$ cat config.mk
export PLATFORM = sky130hd
export DESIGN_NAME = uart_transmitter
export DESIGN_NICKNAME = d
export VERILOG_FILES = /design/src/rtl/uart_transmitter.sv
export SDC_FILE = /design/constraint.sdc
export NUM_CORES = 1
export LEC_CHECK = 0
export CAP_MARGIN = 30
export CORE_ASPECT_RATIO = 1.1
export CORE_MARGIN = 3
export CORE_UTILIZATION = 37
export CTS_BUF_LIST = sky130_fd_sc_hd__clkbuf_8
export CTS_CLUSTER_SIZE = 24
export DETAILED_ROUTE_END_ITERATION = 12
export GPL_ROUTABILITY_DRIVEN = 1
export MAX_ROUTING_LAYER = met4
export PLACE_DENSITY = 0.69
export SETUP_SLACK_MARGIN = 0.15
export SYNTH_ARGS = -nofsm -noshare
export SYNTH_HDL_FRONTEND = slang
export SYNTH_SLANG_ARGS = --single-unit
$ cat constraint.sdc
create_clock -name clk -period 1.87 [get_ports clk]
set_input_delay 0.187 -clock clk [delete_from_list [all_inputs] [get_ports clk]]
set_output_delay 0.187 -clock clk [all_outputs]
set_load 0.02 [all_outputs]
$ cat src/rtl/uart_transmitter.sv
// UART transmitter: serialises one DATA_BITS word per frame onto a registered,
// idle-high line. Frame = start(0), data LSB-first, optional parity, stop bit(s).
// A single internal divider times every serial bit at CLKS_PER_BIT clocks.
module uart_transmitter #(
    parameter int CLKS_PER_BIT = 8,
    parameter int DATA_BITS    = 8,
    parameter int PARITY_EN    = 0,
    parameter int PARITY_ODD   = 0,
    parameter int STOP_BITS    = 1
) (
    input  logic                 clk,
    input  logic                 reset,
    input  logic                 tx_valid,
    input  logic [DATA_BITS-1:0] tx_data,
    output logic                 tx_ready,
    output logic                 tx,
    output logic                 busy,
    output logic                 tx_done
);

    localparam int              DIV_W     = $clog2(CLKS_PER_BIT);
    localparam logic [DIV_W-1:0] DIV_LAST = DIV_W'(CLKS_PER_BIT - 1);
    localparam logic [DIV_W-1:0] DIV_PRE  = DIV_W'(CLKS_PER_BIT - 2);
    localparam logic [3:0]      DATA_LAST = 4'(DATA_BITS - 1);
    localparam logic [3:0]      STOP_LAST = 4'(STOP_BITS - 1);

    typedef enum logic [2:0] {
        IDLE   = 3'd0,
        START  = 3'd1,
        DATA   = 3'd2,
        PARITY = 3'd3,
        STOP   = 3'd4
    } state_t;

    state_t               state;
    logic [DIV_W-1:0]     div;
    logic [3:0]           bit_idx;
    logic [DATA_BITS-1:0] shreg;
    logic                 par;

    // Parity bit for a word: even parity is the XOR of the bits, odd inverts it.
    function automatic logic parity_of(input logic [DATA_BITS-1:0] d);
        return (^d) ^ (PARITY_ODD != 0);
    endfunction

    // Frame sequencer: every state lasts CLKS_PER_BIT clocks per bit; all outputs registered.
    always_ff @(posedge clk) begin
        if (reset) begin
            state    <= IDLE;
            tx       <= 1'b1;
            tx_ready <= 1'b1;
            busy     <= 1'b0;
            tx_done  <= 1'b0;
            div      <= '0;
            bit_idx  <= '0;
            shreg    <= '0;
            par      <= 1'b0;
        end else begin
            tx_done <= 1'b0;
            case (state)
                IDLE: begin
                    div     <= '0;
                    bit_idx <= '0;
                    if (tx_valid && tx_ready) begin
                        shreg    <= tx_data;
                        par      <= parity_of(tx_data);
                        state    <= START;
                        tx       <= 1'b0;
                        tx_ready <= 1'b0;
                        busy     <= 1'b1;
                    end
                end
                START: begin
                    if (div == DIV_LAST) begin
                        div   <= '0;
                        state <= DATA;
                        tx    <= shreg[0];
                    end else begin
                        div <= div + 1'b1;
                    end
                end
                DATA: begin
                    if (div == DIV_LAST) begin
                        div <= '0;
                        if (bit_idx == DATA_LAST) begin
                            bit_idx <= '0;
                            if (PARITY_EN != 0) begin
                                state <= PARITY;
                                tx    <= par;
                            end else begin
                                state <= STOP;
                                tx    <= 1'b1;
                            end
                        end else begin
                            // tx mirrors the bit that becomes shreg[0] after this shift
                            bit_idx <= bit_idx + 4'd1;
                            shreg   <= shreg >> 1;
                            tx      <= shreg[1];
                        end
                    end else begin
                        div <= div + 1'b1;
                    end
                end
                PARITY: begin
                    if (div == DIV_LAST) begin
                        div   <= '0;
                        state <= STOP;
                        tx    <= 1'b1;
                    end else begin
                        div <= div + 1'b1;
                    end
                end
                STOP: begin
                    tx <= 1'b1;
                    if (div == DIV_LAST) begin
                        div <= '0;
                        if (bit_idx == STOP_LAST) begin
                            bit_idx  <= '0;
                            state    <= IDLE;
                            tx_ready <= 1'b1;
                            busy     <= 1'b0;
                        end else begin
                            bit_idx <= bit_idx + 4'd1;
                        end
                    end else begin
                        div <= div + 1'b1;
                        // registered pulse lands in the very last clock of the last stop bit
                        if (div == DIV_PRE && bit_idx == STOP_LAST) begin
                            tx_done <= 1'b1;
                        end
                    end
                end
                default: begin
                    state    <= IDLE;
                    tx       <= 1'b1;
                    tx_ready <= 1'b1;
                    busy     <= 1'b0;
                    div      <= '0;
                    bit_idx  <= '0;
                end
            endcase
        end
    end

endmodule

# Word-level counts from Yosys, hierarchy flattened
# Index checks and enable logic that the tools add are counted.
[op_classes]
add_sub_neg = 2
eq_ne = 15
mux = 31
n_bitwise = 4
n_reduce_logical = 15
[ops]
columns = ["op", "n"]
rows = [
  ["8-bit 2-to-1 mux", 3],
  ["3-bit 2-to-1 mux", 7],
  ["4-bit 2-to-1 mux", 4],
  ["2-bit != test (second input constant)", 8],
  ["8-bit one-hot mux with 2 select lines", 1],
  ["3-bit one-hot mux with 5 select lines", 1],
  ["4-bit one-hot mux with 3 select lines", 1],
  ["4-bit AND reduction", 3],
  ["1-bit 2-to-1 mux", 11],
  ["3-bit equality test (second input constant)", 3],
  ["3-bit OR reduction", 3],
  ["7-bit AND reduction", 1],
  ["3-bit by 2-bit equality test with 1-bit output (second input constant)", 2],
  ["1-bit one-hot mux with 3 select lines", 2],
  ["4-bit by 1-bit adder with 4-bit output (second input constant)", 1],
  ["4-bit by 3-bit equality test with 1-bit output (second input constant)", 1],
  ["4-bit logical NOT", 1],
  ["1-bit NOT", 4],
  ["1-bit one-hot mux with 4 select lines", 1],
  ["4-bit OR reduction", 1],
  ["3-bit by 1-bit adder with 3-bit output (second input constant)", 1],
  ["3-bit by 1-bit equality test with 1-bit output (second input constant)", 1],
  ["3-bit logical NOT", 1],
  ["3-bit AND reduction", 1],
  ["other kinds (3)", 4],
]
[totals]
regBits = 22
in_bits = 11
output_inout_bits = 4
elab_cells = 75

# Longest topological paths before layout
# Gate-level depths: netlist of run 1.
[depth]
ltp_word = 4
ltp_mapped = 8
depth_no_buf = 6

# Least setup slack after synthesis of run 1
# Ideal clock, no wire load.
[synth_path]
path_kind = "register -> register"
startpoint = "register div[0]"
endpoint = "register state[2]"
setup_time_ns = 0.071
arrival_ns = 1.792
required_ns = 1.799
setup_slack_ns = 0.007
path_stages_with_launch = 8
n_path_buf = 1
period_less_slack_ns = 1.863
path_cell_list = "dfxtp_1 -> ha_1 -> ha_1 -> clkbuf_1 -> or4b_2 -> o21ai_0 -> o21ai_0 -> a21oi_1"
[synth_via]
elab_chain_len = 3
elab_cells_between_ends = 6
cone_classes = "eq/ne: 5; reduce/logical: 1"
[synth_lines]
columns = ["element", "line_no", "rtl"]
rows = [
  ["start, declared", "36", "logic [DIV_W-1:0] div;"],
  ["start signal, assigned", "79", "div <= div + 1'b1;"],
  ["start signal, assigned", "101", "div <= div + 1'b1;"],
  ["start signal, assigned", "110", "div <= div + 1'b1;"],
  ["3-bit equality test (*)", "-", ""],
  ["2-bit != test (no source line)", "-", ""],
  ["7-bit AND reduction (no source line) (*)", "-", ""],
  ["end signal, assigned", "76", "state <= DATA;"],
  ["end signal, assigned", "107", "state <= STOP;"],
  ["end signal, assigned", "119", "state <= IDLE;"],
  ["end, declared", "35", "state_t state;"],
]
# Every way passes the cells marked *; elsewhere a longest branch is shown, timed or not.
# A chain may end at the register's enable or synchronous reset.

# Final worst setup path of run 1
[layout_path]
startpoint = "register bit_idx[1]"
endpoint = "register state[2]"
[layout_via]
elab_chain_len = 3
elab_cells_between_ends = 5
cone_classes = "eq/ne: 3; reduce/logical: 2"
[layout_lines]
columns = ["element", "line_no", "rtl"]
rows = [
  ["start, declared", "37", "logic [3:0] bit_idx;"],
  ["start signal, assigned", "96", "bit_idx <= bit_idx + 4'd1;"],
  ["start signal, assigned", "123", "bit_idx <= bit_idx + 4'd1;"],
  ["4-bit by 3-bit equality test with 1-bit output / 4-bit logical NOT (equally long branches)", "85, 117", ""],
  ["2-bit != test (no source line)", "-", ""],
  ["7-bit AND reduction (no source line) (*)", "-", ""],
  ["end signal, assigned", "88", "state <= PARITY;"],
  ["end signal, assigned", "91", "state <= STOP;"],
  ["end signal, assigned", "107", ""],
]
# Marked as above.

==> results of run 1 <==
-- stage by stage --
step,instances,instance area [um2],setup slack (ns)
global route,192,1550,0.0569
global placement,186,1430,0.105
detailed placement,186,1430,0.0616
CTS,190,1520,0.145
finish,192,1550,0.145
floorplan,137,1220,0.180
-- power breakdown --
group	switching (W)	total, W	internal [W]
Clock	0.000156	0.000442	0.000286
Combinational	0.000109	0.000227	0.000118
Sequential	0.0000244	0.000527	0.000503
-- state kept, by name, indices dropped and copies added (netlist names) --
register	count
tx	1
state	3
shreg	8
bit_idx	4
busy	1
tx_done	1
div	3
tx_ready	1
-- per-layer routing --
metal | GRT usage | share of wire | up-vias
met4 | 0.0678 | 0.022 | 0
met5 | - | 0 | -
met2 | 0.262 | 0.50 | 25
li1 | - | - | 530
met3 | 0.0293 | 0.034 | 7
met1 | 0.160 | 0.44 | 506
-- logic make-up (layout without fill, tap and decap cells) --
group / count (synthesis) / after routing / share of synthesized area
AND/OR/NAND/NOR: 47 / 47 / 0.222
AO/OA/AOI/OAI: 37 / 37 / 0.220
flip-flops: 22 / 22 / 0.362
buffers and inverters: 16 / 37 / 0.0628
multiplexers: 9 / 9 / 0.0741
adder cells (fa/ha/maj): 5 / 5 / 0.0514
XOR/XNOR: 1 / 1 / 0.00720
-- area by class of cell --
| type | count | area [um2] | share of cell area |
|---|---|---|---|
| Tap cell | 34 | 42.5 | 0.0274 |
| Inverter | 7 | 26.3 | 0.0169 |
| Sequential cell | 22 | 444 | 0.286 |
| Clock buffer | 3 | 41.3 | 0.0266 |
| Clock inverter | 1 | 30.0 | 0.0194 |
| Timing Repair Buffer | 26 | 234 | 0.151 |
| Multi-Input combinational cell | 99 | 733 | 0.473 |
-- Yosys cell counts --
cell,instances,area (um2)
nand3b_1,3,22.5
o31ai_1,1,7.51
nand3_1,4,20.0
or3b_2,1,8.76
dfxtp_1,22,440
o21bai_1,1,7.51
nor2b_1,3,18.8
clkbuf_1,6,22.5
nor2_1,18,67.6
a211oi_2,3,37.5
o21a_1,1,7.51
or2_2,2,12.5
ha_1,5,62.6
a21o_1,1,7.51
nor4_1,1,6.26
or4b_1,1,10.0
nand4bb_1,1,11.3
inv_1,7,26.3
and3b_1,1,8.76
nand2_1,3,11.3
nand4_1,4,25.0
or3b_4,1,11.3
a21oi_1,8,40.0
buf_6,2,22.5
a211oi_1,4,30.0
o22ai_2,1,12.5
buf_2,1,5.00
and2_0,1,6.26
nor3b_1,1,7.51
o22ai_1,2,12.5
o32ai_4,1,27.5
mux2i_1,9,90.1
o21ai_0,11,55.1
a31oi_1,2,12.5
nor3b_2,1,12.5
or4b_2,1,10.0
o21ba_2,1,10.0
xnor2_1,1,8.76
-- worst min path at each step --
stage	slack (ns)	cells past startpoint	startpoint	to
after floorplan	0.42	1	div[0]	div[0]
after global placement	0.43	1	div[0]	div[0]
after detailed placement	0.45	1	div[0]	div[0]
after CTS	0.46	1	div[0]	div[0]
after global routing	0.48	1	div[0]	div[0]
final	0.45	1	div[0]	div[0]
-- critical path, stage by stage, from the launching register on --
cell and delay (ns):
dfxtp_2 0.35, inv_2 0.07, ha_4 0.12, nor3b_4 0.30, o22ai_4 0.14, or4b_1 0.54
a21oi_1 0.15
-- timing repair --
action	4_1_cts	5_1_grt
gates resized for setup	6	6
setup endpoints to repair	8	10
pin swaps	1	5
buffers inserted	0	2
==> impl_metrics.yaml, run 1 <==
placed_design:
  hpwl_um: 2040
  finalWeightedCongestion: 0.818
  io_buffers: 14
flow_run:
  maxCapViolations: 0
global_route:
  grt_start_max_net_pins: 14
  track_usage: 0.150
  grt_pass1_vias: 1104
  antenna_found_initial: 0
  grt_pass1_wl_um: 4550
  grt_overflow: 0
sta:
  setup_tns_ns: 0
  fin_crit_sh: 0.922
  tightest_slew_ns: 0.350
  fin_hold_ws_ns: 0.454
  relSlewSlack: 0.765
  max_freq_mhz: 580
  rsz0062_at_grt: "yes"
  setup_violations: 0
  hold_viol: 0
  finClkSkew_ns: 0.00404
  slew_violations: 0
  period_minus_slack_ns: 1.72
routing:
  avgViaCountPerCell: 5.56
  antenna_left: 0
  drt-pass1-iter-count: 4
  drt-initial-drc-count: 25
  vias: 1068
  wl_per_cell_um: 13.7
  drt-total-wl_um: 2630
  drc: 0
pwr:
  peakVddDrop_mv: 0.370
  cellPowerDensity_mw_per_mm2: 771
  p_leak_nw: 0.631
  fin_total_pwr_w: 0.00120
logic_synthesis:
  synth-seq-cells: 22
  ys_seq_area_frac: 0.362
  syn-num-nets: 153
  syn_area_mm2: 0.00122
  avgSynthCellArea_um2: 8.88
  yosys_warnings: 0
  synth_cell_types: 38
  syn_inst: 137
worst_setup_path:
  critical_path_class: "reg2reg"
  worstSetupEndpointType: "register"
  r2r_start: "bit_idx[1]"
  worstRegToRegCells: 6
  start_kind: "register"
  endpoint: "state[2]"
  arrival_ns: 1.93
  critPathRequiredTime_ns: 2.07
  reg2reg_slack_ns: 0.15
  path_max_fanout: 6
  critPathLaunch: "bit_idx[1]"
  r2r_end: "state[2]"
finish:
  fin_util: 0.500
  antenna_cells: 0
  final_cell_mix: "19 x dfxtp_1, 18 x nor2_1, 14 x clkdlybuf4s50_1"
  fin_nets: 175
  area_delta_synth_final_pct: 27.6
  layout_commonest_cell: "dfxtp_1"
  drive_above_1_share: 0.228
  fillers: 303
hold_path:
  hp-class: "reg2reg"
floorplanning:
  rows: 21
  start_util: 0.392
  fp.dieW_um: 60.7
  dieArea_mm2: 0.00401
  die_h_um: 66.1
  core_mm2: 0.00310
  ios: 15
clock_network:
  ctsHoldBuffers: 0
  htreeDepth: 1
  clock_latency_ns: 0.26
  path_clk_slew_ns: 0.08
  cts_sinks: 22
  cts_buffer_depth: 2
  cts_root_buf: "clkbuf_8"
  numCtsBuffers: 3
  cts_tree: "built"
status:
  outcome: "complete, no violations"
No activity file was read; power rests on OpenSTA's default activity.
==> run 2, diff against run 1 <==
--- a/config.mk
+++ b/config.mk
@@ -15,6 +15,7 @@
 export GPL_ROUTABILITY_DRIVEN = 1
 export MAX_ROUTING_LAYER = met4
 export PLACE_DENSITY = 0.69
+export REMOVE_ABC_BUFFERS = 1
 export SETUP_SLACK_MARGIN = 0.15
 export SYNTH_ARGS = -nofsm -noshare
 export SYNTH_HDL_FRONTEND = slang
==> run 2 against run 1 <==
Against the previous run:
- worst setup slack gained 0.053 ns
- clock power fell by 22%
- via count increased by 1.3%
- sequential power hardly changed
- hold slack got worse by 0.0032 ns
- register-to-register slack gained 0.05 ns
- power fell by 6.5%
- first-iteration DRC count decreased by 16%
- combinational power grew 9.3%
- critical path depth decreased by 1
- cell count increased by 3.6%
- critical endpoint unchanged
- largest cell class unchanged
- global-route usage up 0.75 points
==> impl_metrics.yaml, run 2 (synthesis gave the netlist of run 1 again) <==
global_route:
  grt_pass1_wl_um: 4730
  grt_start_max_net_pins: 13
  grt_pass1_vias: 1112
  track_usage: 0.158
  antenna_found_initial: 0
  grt_overflow: 0
routing:
  top_layer_used: "met4"
  antenna_left: 0
  met2_length_um: 1440
  drc: 0
  avgViaCountPerCell: 5.44
  wl_per_cell_um: 13.9
  vias: 1082
  wl_met1_um: 1200
  drt-initial-drc-count: 21
  dr_wl_met3_um: 60
  drt-pass1-iter-count: 3
  drt-total-wl_um: 2760
clock_network:
  clock_latency_ns: 0.27
  path_clk_slew_ns: 0.08
  numCtsBuffers: 3
  cts_tree: "built"
  htreeDepth: 1
  ctsHoldBuffers: 0
  cts_buffer_depth: 2
  cts_root_buf: "clkbuf_8"
  cts_sinks: 22
sta:
  period_minus_slack_ns: 1.67
  finClkSkew_ns: 0.00287
  tightest_slew_ns: 0.486
  setup_slack_ns: 0.198
  slew_violations: 0
  fin_crit_sh: 0.894
  max_freq_mhz: 598
  relSlewSlack: 0.675
  rsz0062_at_grt: "yes"
  setup_violations: 0
  hold_viol: 0
flow_run:
  maxCapViolations: 0
placed_design:
  finalWeightedCongestion: 0.899
  post_dp_cell_area_mm2: 0.00145
  io_buffers: 14
  hpwl_um: 1960
  place_ws_ns: 0.0396
finish:
  fin_nets: 182
  fin_area_mm2: 0.00162
  regArea_um2: 447
  fillers: 299
  layout_commonest_cell: "nor2_1"
  largest_register: "shreg"
  drive_above_1_share: 0.297
  antenna_cells: 0
  multiInputGateArea_um2: 766
  area_delta_synth_final_pct: 33.5
  largest_register_ffs: 8
  final_cell_mix: "18 x nor2_1, 17 x dfxtp_1, 16 x buf_4"
  reg_top3: "shreg (8), bit_idx (4)"
floorplanning:
  ios: 15
  die_h_um: 66.1
  rows: 21
  dieArea_mm2: 0.00401
  start_util: 0.392
  fp.dieW_um: 60.7
  core_mm2: 0.00310
pwr:
  fin_total_pwr_w: 0.00112
  power_frac_clock: 0.307
  switchingPower_w: 0.000296
  switching_share: 0.265
  p_int_w: 0.000823
  peakVddDrop_mv: 0.592
  cellPowerDensity_mw_per_mm2: 689
  p_leak_nw: 0.656
  seq_power_share: 0.471
  combPwrFrac: 0.222
hold_path:
  hp-class: "reg2reg"
worst_setup_path:
  reg2reg_slack_ns: 0.20
  worstSetupEndpointType: "register"
  critical_path_class: "reg2reg"
  critPathRequiredTime_ns: 2.07
  path_max_fanout: 7
  start_kind: "register"
  arrival_ns: 1.87
status:
  outcome: "complete, no violations"
==> run 2: worst max-delay path, stage by stage, from the launching register on <==
cell and delay [ns]:
dfxtp_2 0.36, ha_2 0.20, and3b_2 0.25, o22ai_4 0.11, or4b_4 0.55, a21oi_2 0.13
==> run 2: metal layers <==
layer / vias up / global-route usage
met4: 0 / 0.0813
li1: 547 / -
met3: 5 / 0.0117
met1: 515 / 0.177
met5: - / -
met2: 15 / 0.273
==> run 2: area by class of cell <==
type                    instances  area share
repair buffers                 33       0.177
inverters                       7      0.0162
flip-flops and latches         22       0.275
clock buffers                   4      0.0339
multi-input cells              99       0.471
well taps                      34      0.0262
==> run 2: repair_timing <==
action,4_1_cts,5_1_grt
pin swaps,1,6
gates resized for setup,5,17
buffers inserted,0,5
endpoints found under the setup margin,8,15
cloned,0,1
==> run 2: power groups by stage <==
stage	sequential, W	combinational, W	clock, W
5_1_grt	0.000532	0.000273	0.000375
3_5_place_dp	0.000537	0.000228	0
2_1_floorplan	0.000544	0.000119	0
4_1_cts	0.000525	0.000232	0.000359
6_report	0.000527	0.000248	0.000344
3_3_place_gp	0.000535	0.000220	0
==> run 2: stage by stage <==
step,hold WS (ns),cells,TNS (ns),utilization
floorplan,0.252,128,-0.0118,-
global placement,0.431,189,0,0.467
global route,0.482,199,0,0.524
detailed placement,0.444,189,0,0.467
CTS,0.457,193,0,0.491
finish,0.451,199,0,0.524
==> run 2: worst paths after layout <==
kind	from	end	depth (start not counted)
max	bit_idx[1]	state[2]	5
max reg2reg	bit_idx[1]	state[2]	5
min reg2reg	div[0]	div[0]	1
min	div[0]	div[0]	1
==> run 3, diff against run 2 <==
--- a/config.mk
+++ b/config.mk
@@ -5,6 +5,7 @@
 export SDC_FILE = /design/constraint.sdc
 export NUM_CORES = 1
 export LEC_CHECK = 0
+export ABC_AREA = 1
 export CAP_MARGIN = 30
 export CORE_ASPECT_RATIO = 1.1
 export CORE_MARGIN = 3
==> run 3 against run 2 <==
Against the previous run:
- global-route usage is 1.7 points lower
- design area is 12% lower
- worst setup slack improved by 0.091 ns
- maximum frequency rose by 5.8%
- wire length fell by 11%
- non-clock buffer count down 16
- count of clock-buffer cells in the layout is 1 lower
- synthesized cell count up 31%
- cell count is 17% higher
- critical path depth grew 3
- critical path type unchanged
==> impl_metrics.yaml, run 3 <==
status:
  outcome: "complete, no violations"
sta:
  relSlewSlack: 0.799
  fin_crit_sh: 0.845
  rsz0062_at_grt: "yes"
  setup_tns_ns: 0
  tightest_slew_ns: 0.301
  max_freq_mhz: 633
  finClkSkew_ns: 0.00344
  period_minus_slack_ns: 1.58
  slew_violations: 0
  fin_hold_ws_ns: 0.454
  hold_viol: 0
  setup_violations: 0
global_route:
  antenna_found_initial: 0
  grt_pass1_wl_um: 4220
  track_usage: 0.141
  grt_pass1_vias: 1035
  grt_overflow: 0
  grt_start_max_net_pins: 12
worst_setup_path:
  worstRegToRegCells: 8
  slowest_stage: "dfxtp_1"
  crit_chain: "ha_1 > ha_1 > inv_1 > nand3_1 > nand3_1 > inv_2 > o21ai_0 > nor2_1"
  cp_top_family: "simple AND/OR/NAND/NOR gates"
  reg2reg_slack_ns: 0.29
  critical_path_class: "reg2reg"
  path_max_fanout: 5
  worstSetupEndpointType: "register"
  r2r_start: "div[0]"
  path_depth: 8
  critPathRequiredTime_ns: 2.03
  max_stage_delay_ns: 0.33
  arrival_ns: 1.74
  r2r_end: "bit_idx[1]"
  start_kind: "register"
  critPathBufInv: 2
floorplanning:
  core_mm2: 0.00293
  rows: 20
  die_h_um: 65.5
  dieArea_mm2: 0.00394
  fp.dieW_um: 60.1
  ios: 15
  start_util: 0.407
routing:
  wl_per_cell_um: 10.5
  drt-total-wl_um: 2450
  vias: 1108
  drt-pass1-iter-count: 4
  drc: 0
  drt-initial-drc-count: 36
  avgViaCountPerCell: 4.78
  antenna_left: 0
logic_synthesis:
  synth_area_leaders: "dfxtp_1 37%, nand2_1 17%, nor2_1 12%"
  synth_edf_count: 0
  yosysMostFrequentCell: "nand2_1"
  synth_compound_area_frac: 0.0672
  ys_seq_area_frac: 0.370
  avgSynthCellArea_um2: 6.62
  ys.flop_type: "dfxtp_1"
  synth_top_family_by_area: "simple AND/OR/NAND/NOR gates"
  syn_area_mm2: 0.00119
  synth_top_area_share: 0.370
  synth.area.mux_share: 0
  syn_inst: 180
  synth_cell_types: 19
  synth-adder-area-share: 0.0525
  synth-xor-area-share: 0.00735
  synth-seq-cells: 22
  yosysTopAreaCell: "dfxtp_1"
  async_reset_ff_frac: 0
  synth_simple_gate_area_share: 0.445
  ys_top_cells_by_count: "53 x nand2_1, 37 x nor2_1, 22 x dfxtp_1"
  yosys_warnings: 0
clock_network:
  postCtsSetupBuffers: 0
  cts_tree: "built"
  cts_sinks: 22
  path_clk_slew_ns: 0.08
  cts_buffer_depth: 2
  cts_root_buf: "clkbuf_8"
  ctsHoldBuffers: 0
  numCtsBuffers: 3
  htreeDepth: 1
  clock_latency_ns: 0.26
  post_cts_resized: 0
pwr:
  peakVddDrop_mv: 0.803
  p_leak_nw: 0.661
  cellPowerDensity_mw_per_mm2: 1440
finish:
  multiInputGateArea_um2: 687
  layout_commonest_cell: "nand2_1"
  largest_register_ffs: 8
  reg_top3: "shreg (8), bit_idx (4)"
  drive_above_1_share: 0.111
  area_delta_synth_final_pct: 20.6
  fin_nets: 217
  largest_register: "shreg"
  regArea_um2: 440
  antenna_cells: 0
  final_cell_mix: "53 x nand2_1, 37 x nor2_1, 22 x dfxtp_1"
  fillers: 297
placed_design:
  hpwl_um: 1880
  finalWeightedCongestion: 0.918
  io_buffers: 14
hold_path:
  hp-class: "reg2reg"
  hold_start: "div[0]"
  holdPathStages: 1
  holdPathEnd: "div[0]"
flow_run:
  maxCapViolations: 0
==> run 3: cell types whose count changed in the layout (fill, tap and decap cells not counted), moves of 4 or more <==
cell and delta:
dfxtp_1 +5, dfxtp_2 -5, ha_1 +4, nor2_1 +19
nand2_1 +50, inv_1 +9, a211oi_1 -4, nand3_1 +7
mux2i_1 -9, buf_4 -13, nand2_2 +5
==> run 3: routing by layer <==
layer,vias up,share of wire,GRT usage
li1,604,-,-
met1,474,0.51,0.183
met2,24,0.44,0.215
met3,6,0.036,0.0255
met4,0,0.016,0.0554
met5,-,0,-
==> run 3: worst max-delay path by stage <==
stage            from          to  slack [ns]
5_1_grt        div[0]  bit_idx[2]        0.12
4_1_cts        div[0]  bit_idx[1]        0.29
3_3_place_gp   div[0]  bit_idx[1]        0.35
6_report       div[0]  bit_idx[1]        0.29
3_5_place_dp   div[0]  bit_idx[1]        0.31
2_1_floorplan  div[0]  bit_idx[1]        0.43
==> run 3: final cells by class <==
| cell class | count | area share |
|---|---|---|
| clock buffer | 3 | 0.0287 |
| inverter | 17 | 0.0444 |
| multi-input combinational | 140 | 0.478 |
| sequential | 22 | 0.307 |
| tap | 33 | 0.0287 |
| timing repair buffer | 17 | 0.113 |
==> run 3: through the flow <==
| stage | utilization | setup WS, ns | cells | instance area (um2) | total power (W) |
|---|---|---|---|---|---|
| 6_report | 0.491 | 0.289 | 232 | 1440 | 0.00207 |
| 5_1_grt | 0.491 | 0.123 | 232 | 1440 | 0.00229 |
| 4_1_cts | 0.489 | 0.288 | 232 | 1430 | 0.00208 |
| 3_5_place_dp | 0.475 | 0.311 | 229 | 1390 | 0.00178 |
| 3_3_place_gp | 0.475 | 0.355 | 229 | 1390 | 0.00178 |
| 2_1_floorplan | - | 0.430 | 179 | 1190 | 0.00151 |
==> run 3: report_power, final <==
part	internal, W	switching (W)	leakage (nW)
logic	0.000380	0.000664	0.458
clock network	0.000144	0.000150	0.0216
registers	0.000625	0.000109	0.181
==> run 3: logic make-up (layout without fill, tap and decap cells) <==
family / after synthesis / count (layout)
and+or+nand+nor: 118 / 118
AOI/OAI and AO/OA: 16 / 16
adders and majority gates: 5 / 5
buffers and inverters: 18 / 37
xor gates and xnor gates: 1 / 1
DFF: 22 / 22
